==> config.mk <==
export PLATFORM = sky130hd
export DESIGN_NAME = tgt_pyld_sched
export DESIGN_NICKNAME = d
export VERILOG_FILES = /design/src/rtl/tgt_pyld_sched.sv
export SDC_FILE = /design/constraint.sdc
export NUM_CORES = 1
export LEC_CHECK = 0
export CAP_MARGIN = 40
export CORE_MARGIN = 2
export CORE_UTILIZATION = 40
export DETAILED_ROUTE_END_ITERATION = 16
export GPL_TIMING_DRIVEN = 0
export HOLD_SLACK_MARGIN = 0.03
export PLACE_DENSITY = 0.59
export SYNTH_ARGS = -nofsm -noshare
export SYNTH_HDL_FRONTEND = slang
export SYNTH_SLANG_ARGS = --single-unit
==> constraint.sdc <==
create_clock -name clk -period 11.5 [get_ports clk]
set_input_delay 1.725 -clock clk [delete_from_list [all_inputs] [get_ports clk]]
set_output_delay 1.725 -clock clk [all_outputs]
set_load 0.01 [all_outputs]
==> src/rtl/tgt_pyld_sched.sv <==
// ---------------------------------------------------------------------------
// tgt_pyld_sched
//   Round-robin scheduler in front of the target payload receive path.
//   It tracks how many packets are pending per P2P queue, based on the
//   header arrivals from the header parser. It grants one queue at a time
//   to tgt_pyld_recv_proc. When the payload-done pulse arrives, it retires
//   one packet from that queue.
//
// Configuration macro:
//   TGT_SCHED_Q0_PRIO_EN - queue 0 gets strict priority in IDLE, and granting
//                          queue 0 does not advance the round-robin pointer.
//                          When this macro is undefined, the scheduler is pure
//                          round-robin over all queues.
//
// Ports:
//   clk        in   clock
//   rst        in   synchronous active-high reset
//   sched_en   in   allow new grants (a grant already held is unaffected)
//   hdr_wen    in   one packet header arrived for hdr_qnum
//   hdr_qnum   in   queue of the arriving packet
//   pyld_done  in   granted packet fully consumed (last beat handshaked)
//   nxt_vaild  out  grant valid
//   nxt_qnum   out  granted queue, zero-extended to 8 bits
//   pend_any   out  registered OR of all pending counters != 0
//   sched_err  out  sticky: counter overflow, or pyld_done with no grant
//
// QUEUE_NUM must be a power of two (equal to 2**QUEUE_NUM_LOG), so that the
// pointer arithmetic wraps on its own.
// ---------------------------------------------------------------------------
module tgt_pyld_sched #(
   parameter int QUEUE_NUM     = 16,
   parameter int QUEUE_NUM_LOG = 4,
   parameter int CNT_W         = 8
) (
   input  logic                     clk,
   input  logic                     rst,
   input  logic                     sched_en,
   input  logic                     hdr_wen,
   input  logic [QUEUE_NUM_LOG-1:0] hdr_qnum,
   input  logic                     pyld_done,
   output logic                     nxt_vaild,
   output logic [7:0]               nxt_qnum,
   output logic                     pend_any,
   output logic                     sched_err
);

   typedef enum logic [1:0] {
      IDLE  = 2'b01,
      GRANT = 2'b10
   } state_t;

   state_t                   state_q, state_d;
   logic [CNT_W-1:0]         cnt_q [QUEUE_NUM];
   logic [CNT_W-1:0]         cnt_d [QUEUE_NUM];
   logic [QUEUE_NUM_LOG-1:0] rr_ptr_q, rr_ptr_d;
   logic [QUEUE_NUM_LOG-1:0] gnt_qnum_q, gnt_qnum_d;
   logic                     nxt_vaild_q, nxt_vaild_d;
   logic [7:0]               nxt_qnum_q, nxt_qnum_d;
   logic                     pend_any_q, pend_any_d;
   logic                     sched_err_q, sched_err_d;

   logic [QUEUE_NUM-1:0]     nz;
   logic                     found;
   logic [QUEUE_NUM_LOG-1:0] pick;
   logic [QUEUE_NUM_LOG-1:0] srch_idx;
   logic                     retire;

   always_comb begin
      for (int i = 0; i < QUEUE_NUM; i++) begin
         nz[i] = (cnt_q[i] != '0);
      end
   end

   // Rotate-and-priority-encode in a single cycle. The scan starts at rr_ptr
   // and wraps modulo QUEUE_NUM. The first nonzero queue it finds wins.
   always_comb begin
      found    = 1'b0;
      pick     = '0;
      srch_idx = '0;
      for (int i = 0; i < QUEUE_NUM; i++) begin
         srch_idx = rr_ptr_q + QUEUE_NUM_LOG'(i);
         if (!found && nz[srch_idx]) begin
            found = 1'b1;
            pick  = srch_idx;
         end
      end
`ifdef TGT_SCHED_Q0_PRIO_EN
      if (nz[0]) begin
         pick = '0;
      end
`endif
   end

   assign retire = (state_q == GRANT) && pyld_done;

   always_comb begin
      state_d     = state_q;
      rr_ptr_d    = rr_ptr_q;
      gnt_qnum_d  = gnt_qnum_q;
      nxt_vaild_d = nxt_vaild_q;
      nxt_qnum_d  = nxt_qnum_q;
      sched_err_d = sched_err_q;
      pend_any_d  = |nz;
      cnt_d       = cnt_q;

      case (state_q)
         IDLE: begin
            if (sched_en && found) begin
               state_d     = GRANT;
               gnt_qnum_d  = pick;
               nxt_vaild_d = 1'b1;
               nxt_qnum_d  = {{(8-QUEUE_NUM_LOG){1'b0}}, pick};
            end
         end
         GRANT: begin
            // sched_en is deliberately ignored here. A held grant stays
            // until its payload completes.
            if (pyld_done) begin
               state_d     = IDLE;
               nxt_vaild_d = 1'b0;
`ifdef TGT_SCHED_Q0_PRIO_EN
               if (gnt_qnum_q != '0) begin
                  rr_ptr_d = gnt_qnum_q + 1'b1;
               end
`else
               rr_ptr_d = gnt_qnum_q + 1'b1;
`endif
            end
         end
         default: begin
            state_d     = IDLE;
            nxt_vaild_d = 1'b0;
         end
      endcase

      if (pyld_done && (state_q != GRANT)) begin
         sched_err_d = 1'b1;
      end

      // When an increment and a retire hit the same queue in one cycle,
      // they cancel. The retire cannot underflow, because a grant is only
      // issued for a nonzero counter.
      for (int i = 0; i < QUEUE_NUM; i++) begin
         if ((hdr_wen && (hdr_qnum == QUEUE_NUM_LOG'(i))) &&
             !(retire && (gnt_qnum_q == QUEUE_NUM_LOG'(i)))) begin
            if (cnt_q[i] == {CNT_W{1'b1}}) begin
               sched_err_d = 1'b1;
            end else begin
               cnt_d[i] = cnt_q[i] + 1'b1;
            end
         end else if (!(hdr_wen && (hdr_qnum == QUEUE_NUM_LOG'(i))) &&
                      (retire && (gnt_qnum_q == QUEUE_NUM_LOG'(i)))) begin
            cnt_d[i] = cnt_q[i] - 1'b1;
         end
      end
   end

   always_ff @(posedge clk) begin
      if (rst) begin
         state_q     <= IDLE;
         rr_ptr_q    <= '0;
         gnt_qnum_q  <= '0;
         nxt_vaild_q <= 1'b0;
         nxt_qnum_q  <= '0;
         pend_any_q  <= 1'b0;
         sched_err_q <= 1'b0;
         for (int i = 0; i < QUEUE_NUM; i++) begin
            cnt_q[i] <= '0;
         end
      end else begin
         state_q     <= state_d;
         rr_ptr_q    <= rr_ptr_d;
         gnt_qnum_q  <= gnt_qnum_d;
         nxt_vaild_q <= nxt_vaild_d;
         nxt_qnum_q  <= nxt_qnum_d;
         pend_any_q  <= pend_any_d;
         sched_err_q <= sched_err_d;
         for (int i = 0; i < QUEUE_NUM; i++) begin
            cnt_q[i] <= cnt_d[i];
         end
      end
   end

   assign nxt_vaild = nxt_vaild_q;
   assign nxt_qnum  = nxt_qnum_q;
   assign pend_any  = pend_any_q;
   assign sched_err = sched_err_q;

endmodule

# Word-level counts from Yosys, hierarchy flattened
# Index checks and enable logic that the tools add are counted.
[totals]
wordCells = 487
reg_bits = 141
out_inout_bits = 11
[classes]
eq_ne = 67
addsub = 48
magnitude_cmp = 16
n_reduce_logical = 183
muxes = 151
[op_table]
columns = ["cell", "n"]
rows = [
  ["two-way mux 8 bit", 48],
  ["adder 8 x 1 -> 8 bit (second input constant)", 16],
  ["equality test 8 bit (second input constant)", 16],
  ["nonzero test 8 bit", 16],
  ["subtractor 8 x 1 -> 8 bit (second input constant)", 16],
  ["logical AND 1 bit", 82],
  ["less-than comparator 4 x 5 -> 1 bit (second input constant)", 16],
  ["two-way mux 1 bit", 67],
  ["binary-select mux 1 bit (select 4 bit)", 16],
  ["equality test 4 bit (second input constant)", 16],
  ["two-way mux 4 bit", 16],
  ["zero test 1 bit", 47],
  ["inequality test 2 bit (second input constant)", 19],
  ["AND reduction 2 bit", 19],
  ["adder 4 bit (second input constant)", 8],
  ["equality test 4 x 3 -> 1 bit (second input constant)", 8],
  ["nonzero test 2 bit", 16],
  ["adder 4 x 3 -> 4 bit (second input constant)", 4],
  ["equality test 4 x 2 -> 1 bit (second input constant)", 4],
  ["OR reduction 16 bit", 1],
  ["adder 4 x 1 -> 4 bit (second input constant)", 2],
  ["adder 4 x 2 -> 4 bit (second input constant)", 2],
  ["equality test 4 x 1 -> 1 bit (second input constant)", 2],
  ["zero test 4 bit", 2],
  ["other kinds (5)", 6],
]

# Logic depth before layout (Yosys ltp)
# Gate-level depths: netlist of the first run.
[depth]
ltp_word = 52
mapped_depth = 17
depth_no_buf = 15

# Worst setup path after synthesis of the first run
# No wires, ideal clock.
[synth_path]
path_type = "input to register"
startpoint = "in pyld_done"
endpoint = "reg cnt_q[39] in the netlist's numbering"
path_slack_ns = 6.636
arrival_ns = 4.737
path_stages = 16
cell_sequence = "inv_1 -> nor2_1 -> clkbuf_1 -> nand2_1 -> o21ai_0 -> ha_1 -> a21o_1 -> a21oi_1 -> o21bai_1 -> a21oi_1 -> o21bai_1 -> a21oi_1 -> xnor2_1 -> nand2_1 -> xor2_1 -> nor2_1"
[synth_between]
elab_chain_cells = 6
word_cells_on_any_way = 9
cone_classes = "1 x eq/ne; 1 x mux; 7 x reduce/logical"
[synth_rtl]
columns = ["item", "line_no", "source"]
rows = [
  ["start, declared", "40", "input logic pyld_done,"],
  ["logical AND 1 bit *", "94", "assign retire = (state_q == GRANT) && pyld_done;"],
  ["logical AND 1 bit *", "145, 152", ""],
  ["zero test 1 bit", "145", "!(retire && (gnt_qnum_q == QUEUE_NUM_LOG'(i)))) begin"],
  ["logical AND 1 bit", "144", "if ((hdr_wen && (hdr_qnum == QUEUE_NUM_LOG'(i))) &&"],
  ["inequality test 2 bit (no source line) / nonzero test 2 bit (equally long branches)", "n/a", ""],
  ["AND reduction 2 bit (no source line)", "n/a", ""],
  ["end signal, assigned by index", "179", "cnt_q[i] <= cnt_d[i];"],
  ["end, declared", "53", "logic [CNT_W-1:0] cnt_q [QUEUE_NUM];"],
]
# Mark *: on every way between the ends. The rest lies on a longest branch, timed or not.
# A chain may end at the register's enable or synchronous reset.

# Worst setup path after layout of the first run
[layout_path]
startpoint = "in pyld_done"
endpoint = "reg cnt_q[95] in the netlist's numbering"
# The elaborated chain is that of the path after synthesis.

==> run_summary.xml, run 1 <==
<?xml version="1.0" encoding="UTF-8"?>
<metrics>
  <group name="critical_path">
    <metric name="worst_ep_arrival_time" unit="ns">6.10</metric>
    <metric name="crit_path_cell_trace" unit="">clkdlybuf4s50_1, inv_1, nor2_1, clkbuf_1, clkbuf_1, nand3_1, nand2_1, ha_1, a21o_1, a21o_1, a21o_1, a21oi_1, nor2b_1, o21ai_0, a21oi_1, a31oi_1, xor2_1, nor2_1</metric>
    <metric name="worst-path-stages" unit="">18</metric>
    <metric name="cp_slowest_cell" unit="">sky130_fd_sc_hd__clkdlybuf4s50_1</metric>
    <metric name="crit_fanout" unit="">10</metric>
    <metric name="worst-endpoint-required" unit="ns">11.78</metric>
    <metric name="crit_path_category" unit="">in2reg</metric>
    <metric name="start_kind" unit="">primary input</metric>
    <metric name="crit_top_cell" unit="">sky130_fd_sc_hd__a21o_1</metric>
    <metric name="path_buf_inv" unit="">4</metric>
    <metric name="slowest_delay" unit="ns">0.51</metric>
    <metric name="depth_of_the_most_critical_reg_to_reg_path" unit="">13</metric>
    <metric name="cp_top_family" unit="">buffers and inverters</metric>
    <metric name="setup.worst_path.end_class" unit="">flip-flop</metric>
  </group>
  <group name="cts">
    <metric name="cts_made_buffers" unit="">17</metric>
    <metric name="clock_latency" unit="ns">0.43</metric>
    <metric name="cts.sinks" unit="">140</metric>
    <metric name="postCtsHoldBufs" unit="">0</metric>
    <metric name="tritoncts" unit="">done</metric>
    <metric name="postCtsResizedCells" unit="">0</metric>
    <metric name="postCtsSetupBuffers" unit="">0</metric>
    <metric name="h_tree_levels" unit="">4</metric>
    <metric name="clk_transition_reported_paths" unit="ns">0.06</metric>
    <metric name="cts_root_buf" unit="">sky130_fd_sc_hd__clkbuf_16</metric>
    <metric name="cts-root-to-sink-buffers" unit="">2</metric>
  </group>
  <group name="place">
    <metric name="hpwl_after_detailed_placement" unit="um">28700</metric>
    <metric name="numPortBuffers" unit="">14</metric>
    <metric name="gp_congestion" unit="">0.951</metric>
    <metric name="dp_worst_setup_slack" unit="ns">5.21</metric>
  </group>
  <group name="final_layout">
    <metric name="nets" unit="">1667</metric>
    <metric name="layout-area-overhead-vs-synth" unit="%">10.8</metric>
    <metric name="n_antenna_cell" unit="">0</metric>
    <metric name="post_route_cells_drive_above_1_share" unit="">0.0795</metric>
  </group>
  <group name="global_routing">
    <metric name="grt_first_pass_wirelength" unit="um">59400</metric>
    <metric name="maximum_number_of_pins_on_one_net_before_global_route_repair" unit="">17</metric>
    <metric name="grt_remaining_overflow" unit="">0</metric>
    <metric name="grt_usage" unit="">0.226</metric>
    <metric name="initial_antenna_violation_count" unit="">1</metric>
    <metric name="grt_pass1_vias" unit="">10800</metric>
  </group>
  <group name="drt">
    <metric name="drt-initial-drc-count" unit="">1001</metric>
    <metric name="drt_first_pass_iters" unit="">5</metric>
    <metric name="final_ant_viol_nets" unit="">0</metric>
    <metric name="route.final.wire_length" unit="um">36400</metric>
    <metric name="routed-via-count" unit="">11400</metric>
    <metric name="detail_route.wl_per_cell" unit="um">18.7</metric>
    <metric name="route.detailed.drc" unit="">0</metric>
    <metric name="routed_via_density" unit="">5.88</metric>
  </group>
  <group name="power">
    <metric name="power_density" unit="mW/mm^2">111</metric>
    <metric name="share_seq_of_total_power" unit="">0.339</metric>
    <metric name="power_leakage" unit="nW">5.45</metric>
    <metric name="power_internal" unit="mW">1.01</metric>
    <metric name="p_sw_frac" unit="">0.345</metric>
    <metric name="power.clock.fraction" unit="">0.351</metric>
    <metric name="switching_power" unit="uW">530</metric>
    <metric name="comb_power_share" unit="">0.309</metric>
    <metric name="vdd_ir_drop_max" unit="uV">87.3</metric>
  </group>
  <group name="sta">
    <metric name="worst-slew-pin-transition" unit="ns">1.04</metric>
    <metric name="final_max_slew_viol_count" unit="">0</metric>
    <metric name="max_freq" unit="MHz">172</metric>
    <metric name="hold_viol" unit="">0</metric>
    <metric name="final.period_utilization" unit="">0.506</metric>
    <metric name="setup_violations_final" unit="">0</metric>
    <metric name="grt_setup_unrepaired" unit="">no</metric>
    <metric name="finalSetupTns" unit="ns">0</metric>
    <metric name="min_period" unit="ns">5.82</metric>
    <metric name="slew-limit-headroom" unit="">0.301</metric>
    <metric name="final.setup.worst_slack" unit="ns">5.68</metric>
    <metric name="fin_worst_skew" unit="ns">0.00967</metric>
  </group>
  <group name="logic_synthesis">
    <metric name="yosysUniqueCellTypes" unit="">81</metric>
    <metric name="yosys_most_used_dff" unit="">sky130_fd_sc_hd__dfxtp_1</metric>
    <metric name="asyncSetResetFlopFracSynth" unit="">0</metric>
    <metric name="synth_cells" unit="">1484</metric>
    <metric name="number_of_flops_mapped_to_enable_cells_by_yosys" unit="">0</metric>
    <metric name="yosysWarnings" unit="">0</metric>
    <metric name="mappedNetlistArea" unit="mm^2">0.0124</metric>
    <metric name="proportion_of_synthesized_chip_area_in_sequential_cells" unit="">0.226</metric>
    <metric name="synth-seq-cells" unit="">140</metric>
    <metric name="synth_area_per_cell" unit="um^2">8.37</metric>
  </group>
  <group name="floorplan">
    <metric name="placement_rows" unit="">64</metric>
    <metric name="die_ar" unit="mm^2">0.0325</metric>
    <metric name="fp.dieH" unit="um">180</metric>
    <metric name="die_width" unit="um">180</metric>
    <metric name="count_of_pins_on_the_block_boundary" unit="">20</metric>
    <metric name="core-area" unit="mm^2">0.0306</metric>
    <metric name="floorplan.initialDensity" unit="">0.406</metric>
  </group>
  <group name="hold_path">
    <metric name="hold_path_class" unit="">reg2reg</metric>
    <metric name="whs_path_depth" unit="">2</metric>
  </group>
  <group name="status">
    <metric name="run_status" unit="">complete, no violations</metric>
  </group>
  <group name="run">
    <metric name="cap_viol_max_count" unit="">0</metric>
  </group>
</metrics>
## flip-flops by register name, indices dropped and copies added, names as in the netlist
| signal | count |
|---|---|
| rr_ptr_q | 4 |
| pend_any | 1 |
| gnt_qnum_q | 4 |
| cnt_q | 128 |
| state_q | 2 |
| sched_err | 1 |
## cell type report
type / count / area [um^2]
clock inverters: 12 / 113
repair buffers: 29 / 260
well taps: 396 / 495
inverters: 30 / 113
plain buffers: 53 / 230
fillers: 3083 / 16800
multi-input cells: 1264 / 9300
clock buffers: 20 / 457
flip-flops and latches: 140 / 2800
## routing by layer
| metal | GRT usage | vias to the layer above | share of wire |
|---|---|---|---|
| li1 | - | 5597 | - |
| met1 | 0.310 | 5413 | 0.46 |
| met2 | 0.368 | 365 | 0.46 |
| met3 | 0.0309 | 58 | 0.057 |
| met4 | 0.0674 | 2 | 0.023 |
| met5 | 0 | - | 0.00036 |
## Yosys cell counts (all sizes together) (3+ instances only)
library cell | n | share of area
a211oi | 22 | 0.013
a21boi | 4 | 0.0024
a21o | 79 | 0.048
a21oi | 82 | 0.033
a22oi | 4 | 0.0024
a31oi | 18 | 0.0091
and2 | 15 | 0.0076
and3 | 3 | 0.0015
buf | 16 | 0.0072
clkbuf | 37 | 0.011
dfxtp | 140 | 0.23
fa | 16 | 0.026
ha | 107 | 0.11
inv | 29 | 0.0088
mux2 | 7 | 0.0063
mux2i | 87 | 0.070
mux4 | 25 | 0.045
nand2 | 75 | 0.023
nand2b | 9 | 0.0045
nand3 | 48 | 0.019
nand3b | 6 | 0.0036
nand4 | 43 | 0.022
nor2 | 219 | 0.066
nor2b | 18 | 0.0093
nor3 | 26 | 0.010
nor4 | 38 | 0.022
o2111ai | 4 | 0.0028
o211ai | 22 | 0.013
o21ai | 54 | 0.022
o21bai | 19 | 0.011
o221ai | 3 | 0.0021
o22ai | 10 | 0.0050
o31ai | 7 | 0.0042
o32ai | 4 | 0.0028
or2 | 16 | 0.0083
or4 | 8 | 0.0054
xnor2 | 78 | 0.055
xor2 | 52 | 0.037
## cells in the final DEF (no fill, tap or decap), types with 5 or more instances in the layout
master	count
sky130_fd_sc_hd__nand4_1	42
sky130_fd_sc_hd__clkbuf_16	17
sky130_fd_sc_hd__a21o_1	79
sky130_fd_sc_hd__nor4_1	35
sky130_fd_sc_hd__mux2i_1	87
sky130_fd_sc_hd__o22ai_1	10
sky130_fd_sc_hd__o31ai_1	5
sky130_fd_sc_hd__clkdlybuf4s50_1	14
sky130_fd_sc_hd__fa_1	16
sky130_fd_sc_hd__dfxtp_1	140
sky130_fd_sc_hd__ha_1	107
sky130_fd_sc_hd__xor2_1	52
sky130_fd_sc_hd__nand3_1	48
sky130_fd_sc_hd__xnor2_1	78
sky130_fd_sc_hd__nor3_1	26
sky130_fd_sc_hd__or4_1	6
sky130_fd_sc_hd__mux2_2	7
sky130_fd_sc_hd__and2_1	15
sky130_fd_sc_hd__mux4_2	25
sky130_fd_sc_hd__nor2b_1	17
sky130_fd_sc_hd__o211ai_1	22
sky130_fd_sc_hd__buf_2	10
sky130_fd_sc_hd__o21ai_1	16
sky130_fd_sc_hd__o21ai_0	38
sky130_fd_sc_hd__a211oi_1	22
sky130_fd_sc_hd__clkbuf_1	37
sky130_fd_sc_hd__inv_1	28
sky130_fd_sc_hd__or2_2	14
sky130_fd_sc_hd__nand2_1	74
sky130_fd_sc_hd__o21bai_1	19
sky130_fd_sc_hd__a21oi_1	81
sky130_fd_sc_hd__a31oi_1	18
sky130_fd_sc_hd__nand3b_1	6
sky130_fd_sc_hd__nand2b_1	9
sky130_fd_sc_hd__buf_4	7
sky130_fd_sc_hd__buf_1	5
sky130_fd_sc_hd__nor2_1	219
## power by group through the flow
| stage | clock network [mW] | registers [mW] | logic (mW) |
|---|---|---|---|
| finish | 0.540 | 0.521 | 0.475 |
| global route | 0.574 | 0.523 | 0.517 |
| CTS | 0.554 | 0.521 | 0.465 |
| detailed placement | 0 | 0.531 | 0.462 |
| global placement | 0 | 0.531 | 0.456 |
| floorplan | 0 | 0.527 | 0.341 |
## worst register-to-register path, stage by stage (launching register included)
cell and delay (ns):
sky130_fd_sc_hd__dfxtp_1 0.48, sky130_fd_sc_hd__clkbuf_1 0.38, sky130_fd_sc_hd__inv_1 0.31, sky130_fd_sc_hd__ha_1 0.50, sky130_fd_sc_hd__clkbuf_1 0.54, sky130_fd_sc_hd__mux4_2 0.40, sky130_fd_sc_hd__o22ai_1 0.10, sky130_fd_sc_hd__a211oi_1 0.70
sky130_fd_sc_hd__nand3b_1 0.34, sky130_fd_sc_hd__nor2_1 0.44, sky130_fd_sc_hd__o21ai_1 0.14, sky130_fd_sc_hd__o311ai_0 0.17, sky130_fd_sc_hd__o2111ai_1 0.25, sky130_fd_sc_hd__a31oi_1 0.26
## kinds of logic (layout without fill, tap and decap cells)
group | count (synthesis) | in the layout | synth area share
DFF | 140 | 140 | 0.226
AOI/OAI and AO/OA | 356 | 356 | 0.190
and+or+nand+nor | 532 | 532 | 0.210
xor gates and xnor gates | 130 | 130 | 0.0916
adders and majority gates | 123 | 123 | 0.133
other | 1 | 4 | 0.000302
buffers and inverters | 83 | 144 | 0.0276
muxes | 119 | 119 | 0.122
## path summary, 6_finish.rpt
kind                    start            end  slack, ns
setup reg to reg  rr_ptr_q[2]  gnt_qnum_q[3]       6.42
hold / removal      cnt_q[58]      cnt_q[58]       0.54
hold reg to reg     cnt_q[58]      cnt_q[58]       0.54
setup / recovery    pyld_done      cnt_q[95]       5.68
## per-stage QoR
stage	area [um^2]	utilization	hold slack (ns)	cells	total power, mW
floorplan	12400	-	0.501	1487	0.867
global placement	13100	0.427	0.520	1897	0.987
detailed placement	13200	0.431	0.526	1910	0.994
CTS	13800	0.450	0.539	1942	1.54
global route	13800	0.450	0.566	1944	1.61
finish	13800	0.450	0.538	1944	1.54
Power figures use the tool's default switching activity.
==> inputs of run 2 (changes only) <==
==> constraint.sdc (replaced) <==
create_clock -name clk -period 5.8 [get_ports clk]
set_input_delay 0.87 -clock clk [delete_from_list [all_inputs] [get_ports clk]]
set_output_delay 0.87 -clock clk [all_outputs]
set_load 0.01 [all_outputs]
==> run_summary.xml, run 2 (same netlist as run 1, synthesis figures left out) <==
<?xml version="1.0" encoding="UTF-8"?>
<metrics>
  <group name="status">
    <metric name="run_status" unit="">complete, no violations</metric>
  </group>
  <group name="final_layout">
    <metric name="utilization" unit="">0.450</metric>
    <metric name="regMostFlops" unit="">cnt_q</metric>
    <metric name="largest_register_ffs" unit="">128</metric>
    <metric name="post_route_cells_drive_above_1_share" unit="">0.0795</metric>
    <metric name="n_antenna_cell" unit="">0</metric>
    <metric name="layout-area-overhead-vs-synth" unit="%">10.8</metric>
    <metric name="layout.cells.most_common_list" unit="">sky130_fd_sc_hd__nor2_1 (219), sky130_fd_sc_hd__dfxtp_1 (140), sky130_fd_sc_hd__ha_1 (107)</metric>
    <metric name="biggestRegsByFlops" unit="">cnt_q x128, gnt_qnum_q x4, rr_ptr_q x4</metric>
    <metric name="fillCellCount" unit="">3083</metric>
    <metric name="layout.cells.most_common" unit="">sky130_fd_sc_hd__nor2_1</metric>
    <metric name="nets" unit="">1667</metric>
  </group>
  <group name="drt">
    <metric name="drt-initial-drc-count" unit="">972</metric>
    <metric name="final_ant_viol_nets" unit="">0</metric>
    <metric name="route.detailed.drc" unit="">0</metric>
    <metric name="routed-via-count" unit="">11400</metric>
    <metric name="routed_via_density" unit="">5.88</metric>
    <metric name="detail_route.wl_per_cell" unit="um">18.8</metric>
    <metric name="route.final.wire_length" unit="um">36500</metric>
    <metric name="drt_first_pass_iters" unit="">5</metric>
  </group>
  <group name="cts">
    <metric name="h_tree_levels" unit="">4</metric>
    <metric name="postCtsHoldBufs" unit="">0</metric>
    <metric name="tritoncts" unit="">done</metric>
    <metric name="postCtsResizedCells" unit="">0</metric>
    <metric name="cts_made_buffers" unit="">17</metric>
    <metric name="cts.sinks" unit="">140</metric>
    <metric name="postCtsSetupBuffers" unit="">0</metric>
    <metric name="cts-root-to-sink-buffers" unit="">2</metric>
    <metric name="cts_root_buf" unit="">sky130_fd_sc_hd__clkbuf_16</metric>
    <metric name="clock_latency" unit="ns">0.43</metric>
    <metric name="clk_transition_reported_paths" unit="ns">0.06</metric>
  </group>
  <group name="place">
    <metric name="gp_congestion" unit="">0.951</metric>
    <metric name="hpwl_after_detailed_placement" unit="um">28700</metric>
    <metric name="numPortBuffers" unit="">14</metric>
  </group>
  <group name="power">
    <metric name="comb_power_share" unit="">0.309</metric>
    <metric name="power_internal" unit="mW">1.99</metric>
    <metric name="power_density" unit="mW/mm^2">221</metric>
    <metric name="share_seq_of_total_power" unit="">0.339</metric>
    <metric name="p_sw_frac" unit="">0.345</metric>
    <metric name="vdd_ir_drop_max" unit="uV">175</metric>
    <metric name="power_leakage" unit="nW">5.45</metric>
    <metric name="power.clock.fraction" unit="">0.352</metric>
    <metric name="switching_power" unit="mW">1.05</metric>
  </group>
  <group name="floorplan">
    <metric name="fp.dieH" unit="um">180</metric>
    <metric name="die_width" unit="um">180</metric>
    <metric name="floorplan.initialDensity" unit="">0.406</metric>
    <metric name="placement_rows" unit="">64</metric>
    <metric name="die_ar" unit="mm^2">0.0325</metric>
    <metric name="count_of_pins_on_the_block_boundary" unit="">20</metric>
    <metric name="core-area" unit="mm^2">0.0306</metric>
  </group>
  <group name="global_routing">
    <metric name="grt_pass1_vias" unit="">10800</metric>
    <metric name="grt_remaining_overflow" unit="">0</metric>
    <metric name="grt_usage" unit="">0.225</metric>
    <metric name="initial_antenna_violation_count" unit="">1</metric>
    <metric name="maximum_number_of_pins_on_one_net_before_global_route_repair" unit="">17</metric>
    <metric name="grt_first_pass_wirelength" unit="um">59400</metric>
  </group>
  <group name="critical_path">
    <metric name="crit_fanout" unit="">10</metric>
    <metric name="crit_path_cell_trace" unit="">clkbuf_1, inv_1, ha_1, clkbuf_1, mux4_2, o22ai_1, a211oi_1, nand3b_1, nor2_1, o21ai_1, o311ai_0, o2111ai_1, a31oi_1</metric>
    <metric name="regToRegStartpoint" unit="">rr_ptr_q[2]</metric>
    <metric name="worst_ep_arrival_time" unit="ns">5.43</metric>
    <metric name="crit_path_category" unit="">reg2reg</metric>
    <metric name="crit_top_cell" unit="">sky130_fd_sc_hd__clkbuf_1</metric>
    <metric name="cp_slowest_cell" unit="">sky130_fd_sc_hd__a211oi_1</metric>
    <metric name="cp_top_family" unit="">compound AO/OA/AOI/OAI gates</metric>
    <metric name="worstSetupStartpoint" unit="">rr_ptr_q[2]</metric>
    <metric name="slowest_delay" unit="ns">0.69</metric>
    <metric name="worst-endpoint-required" unit="ns">6.14</metric>
    <metric name="path_buf_inv" unit="">3</metric>
    <metric name="start_kind" unit="">flip-flop</metric>
    <metric name="setup.worst_path.end_class" unit="">flip-flop</metric>
  </group>
  <group name="sta">
    <metric name="finalSetupTns" unit="ns">0</metric>
    <metric name="setup_violations_final" unit="">0</metric>
    <metric name="max_freq" unit="MHz">197</metric>
    <metric name="min_period" unit="ns">5.09</metric>
    <metric name="final_max_slew_viol_count" unit="">0</metric>
    <metric name="worst-slew-pin-transition" unit="ns">1.04</metric>
    <metric name="grt_setup_unrepaired" unit="">no</metric>
    <metric name="hold_viol" unit="">0</metric>
    <metric name="slew-limit-headroom" unit="">0.298</metric>
    <metric name="final.period_utilization" unit="">0.877</metric>
    <metric name="fin_worst_skew" unit="ns">0.00991</metric>
  </group>
  <group name="hold_path">
    <metric name="hold_path_class" unit="">reg2reg</metric>
    <metric name="min-delay-start" unit="">cnt_q[58]</metric>
  </group>
  <group name="run">
    <metric name="cap_viol_max_count" unit="">0</metric>
  </group>
</metrics>
-- run 2: cell counts in the layout (fill, tap and decap cells not counted) --
Identical to the previous run, type by type.
-- run 2: final timing paths --
path	end	slack [ns]	cells past startpoint
worst min register to register	cnt_q[58]	0.54	2
worst max-delay path	gnt_qnum_q[3]	0.71	13
worst min-delay path	cnt_q[58]	0.54	2
worst max register to register	gnt_qnum_q[3]	0.71	13
-- run 2: power by group through the flow --
stage	clock [mW]	combinational [mW]	sequential [mW]
floorplan	0	0.675	1.04
global placement	0	0.904	1.05
detailed placement	0	0.917	1.05
CTS	1.10	0.922	1.03
global route	1.14	1.02	1.04
finish	1.07	0.941	1.03
-- run 2: stage by stage --
| stage | cell area, um^2 | hold WS [ns] | power [mW] | instances | setup WS [ns] |
|---|---|---|---|---|---|
| floorplan | 12400 | 0.501 | 1.72 | 1487 | 1.79 |
| global placement | 13100 | 0.520 | 1.96 | 1897 | 0.441 |
| detailed placement | 13200 | 0.526 | 1.97 | 1910 | 0.365 |
| CTS | 13800 | 0.539 | 3.05 | 1942 | 0.814 |
| global route | 13800 | 0.566 | 3.20 | 1944 | 0.432 |
| finish | 13800 | 0.538 | 3.05 | 1944 | 0.711 |
-- run 2: worst min-delay path: cells and delay by family, from the launching register on --
kind               cells  cell delay [ns]
and+or+nand+nor        1             0.11
AOI/OAI and AO/OA      1             0.05
DFF                    1             0.33
-- run 2: metal layers --
layer / GRT usage / vias to the layer above / wire [um]
li1: - / 5592 / -
met1: 0.310 / 5451 / 16900
met4: 0.0661 / 2 / 822
met3: 0.0311 / 62 / 2030
met5: 0 / - / 13
met2: 0.368 / 324 / 16700
-- run 2: area by class of cell --
type / count / area, um^2 / area share
Tap cell: 396 / 495 / 0.0360
Clock inverter: 12 / 113 / 0.00818
Buffer: 53 / 230 / 0.0167
Multi-Input combinational cell: 1264 / 9300 / 0.675
Clock buffer: 20 / 457 / 0.0332
Sequential cell: 140 / 2800 / 0.203
Inverter: 30 / 113 / 0.00818
Timing Repair Buffer: 29 / 260 / 0.0189
==> inputs of run 3 (changes only) <==
--- a/config.mk
+++ b/config.mk
@@ -8,6 +8,7 @@
 export CAP_MARGIN = 40
 export CORE_MARGIN = 2
 export CORE_UTILIZATION = 40
+export CTS_CLUSTER_DIAMETER = 100
 export DETAILED_ROUTE_END_ITERATION = 16
 export GPL_TIMING_DRIVEN = 0
 export HOLD_SLACK_MARGIN = 0.03
==> results of run 3 <==
No change in the layout: final DEF, timing and power equal those of run 2.
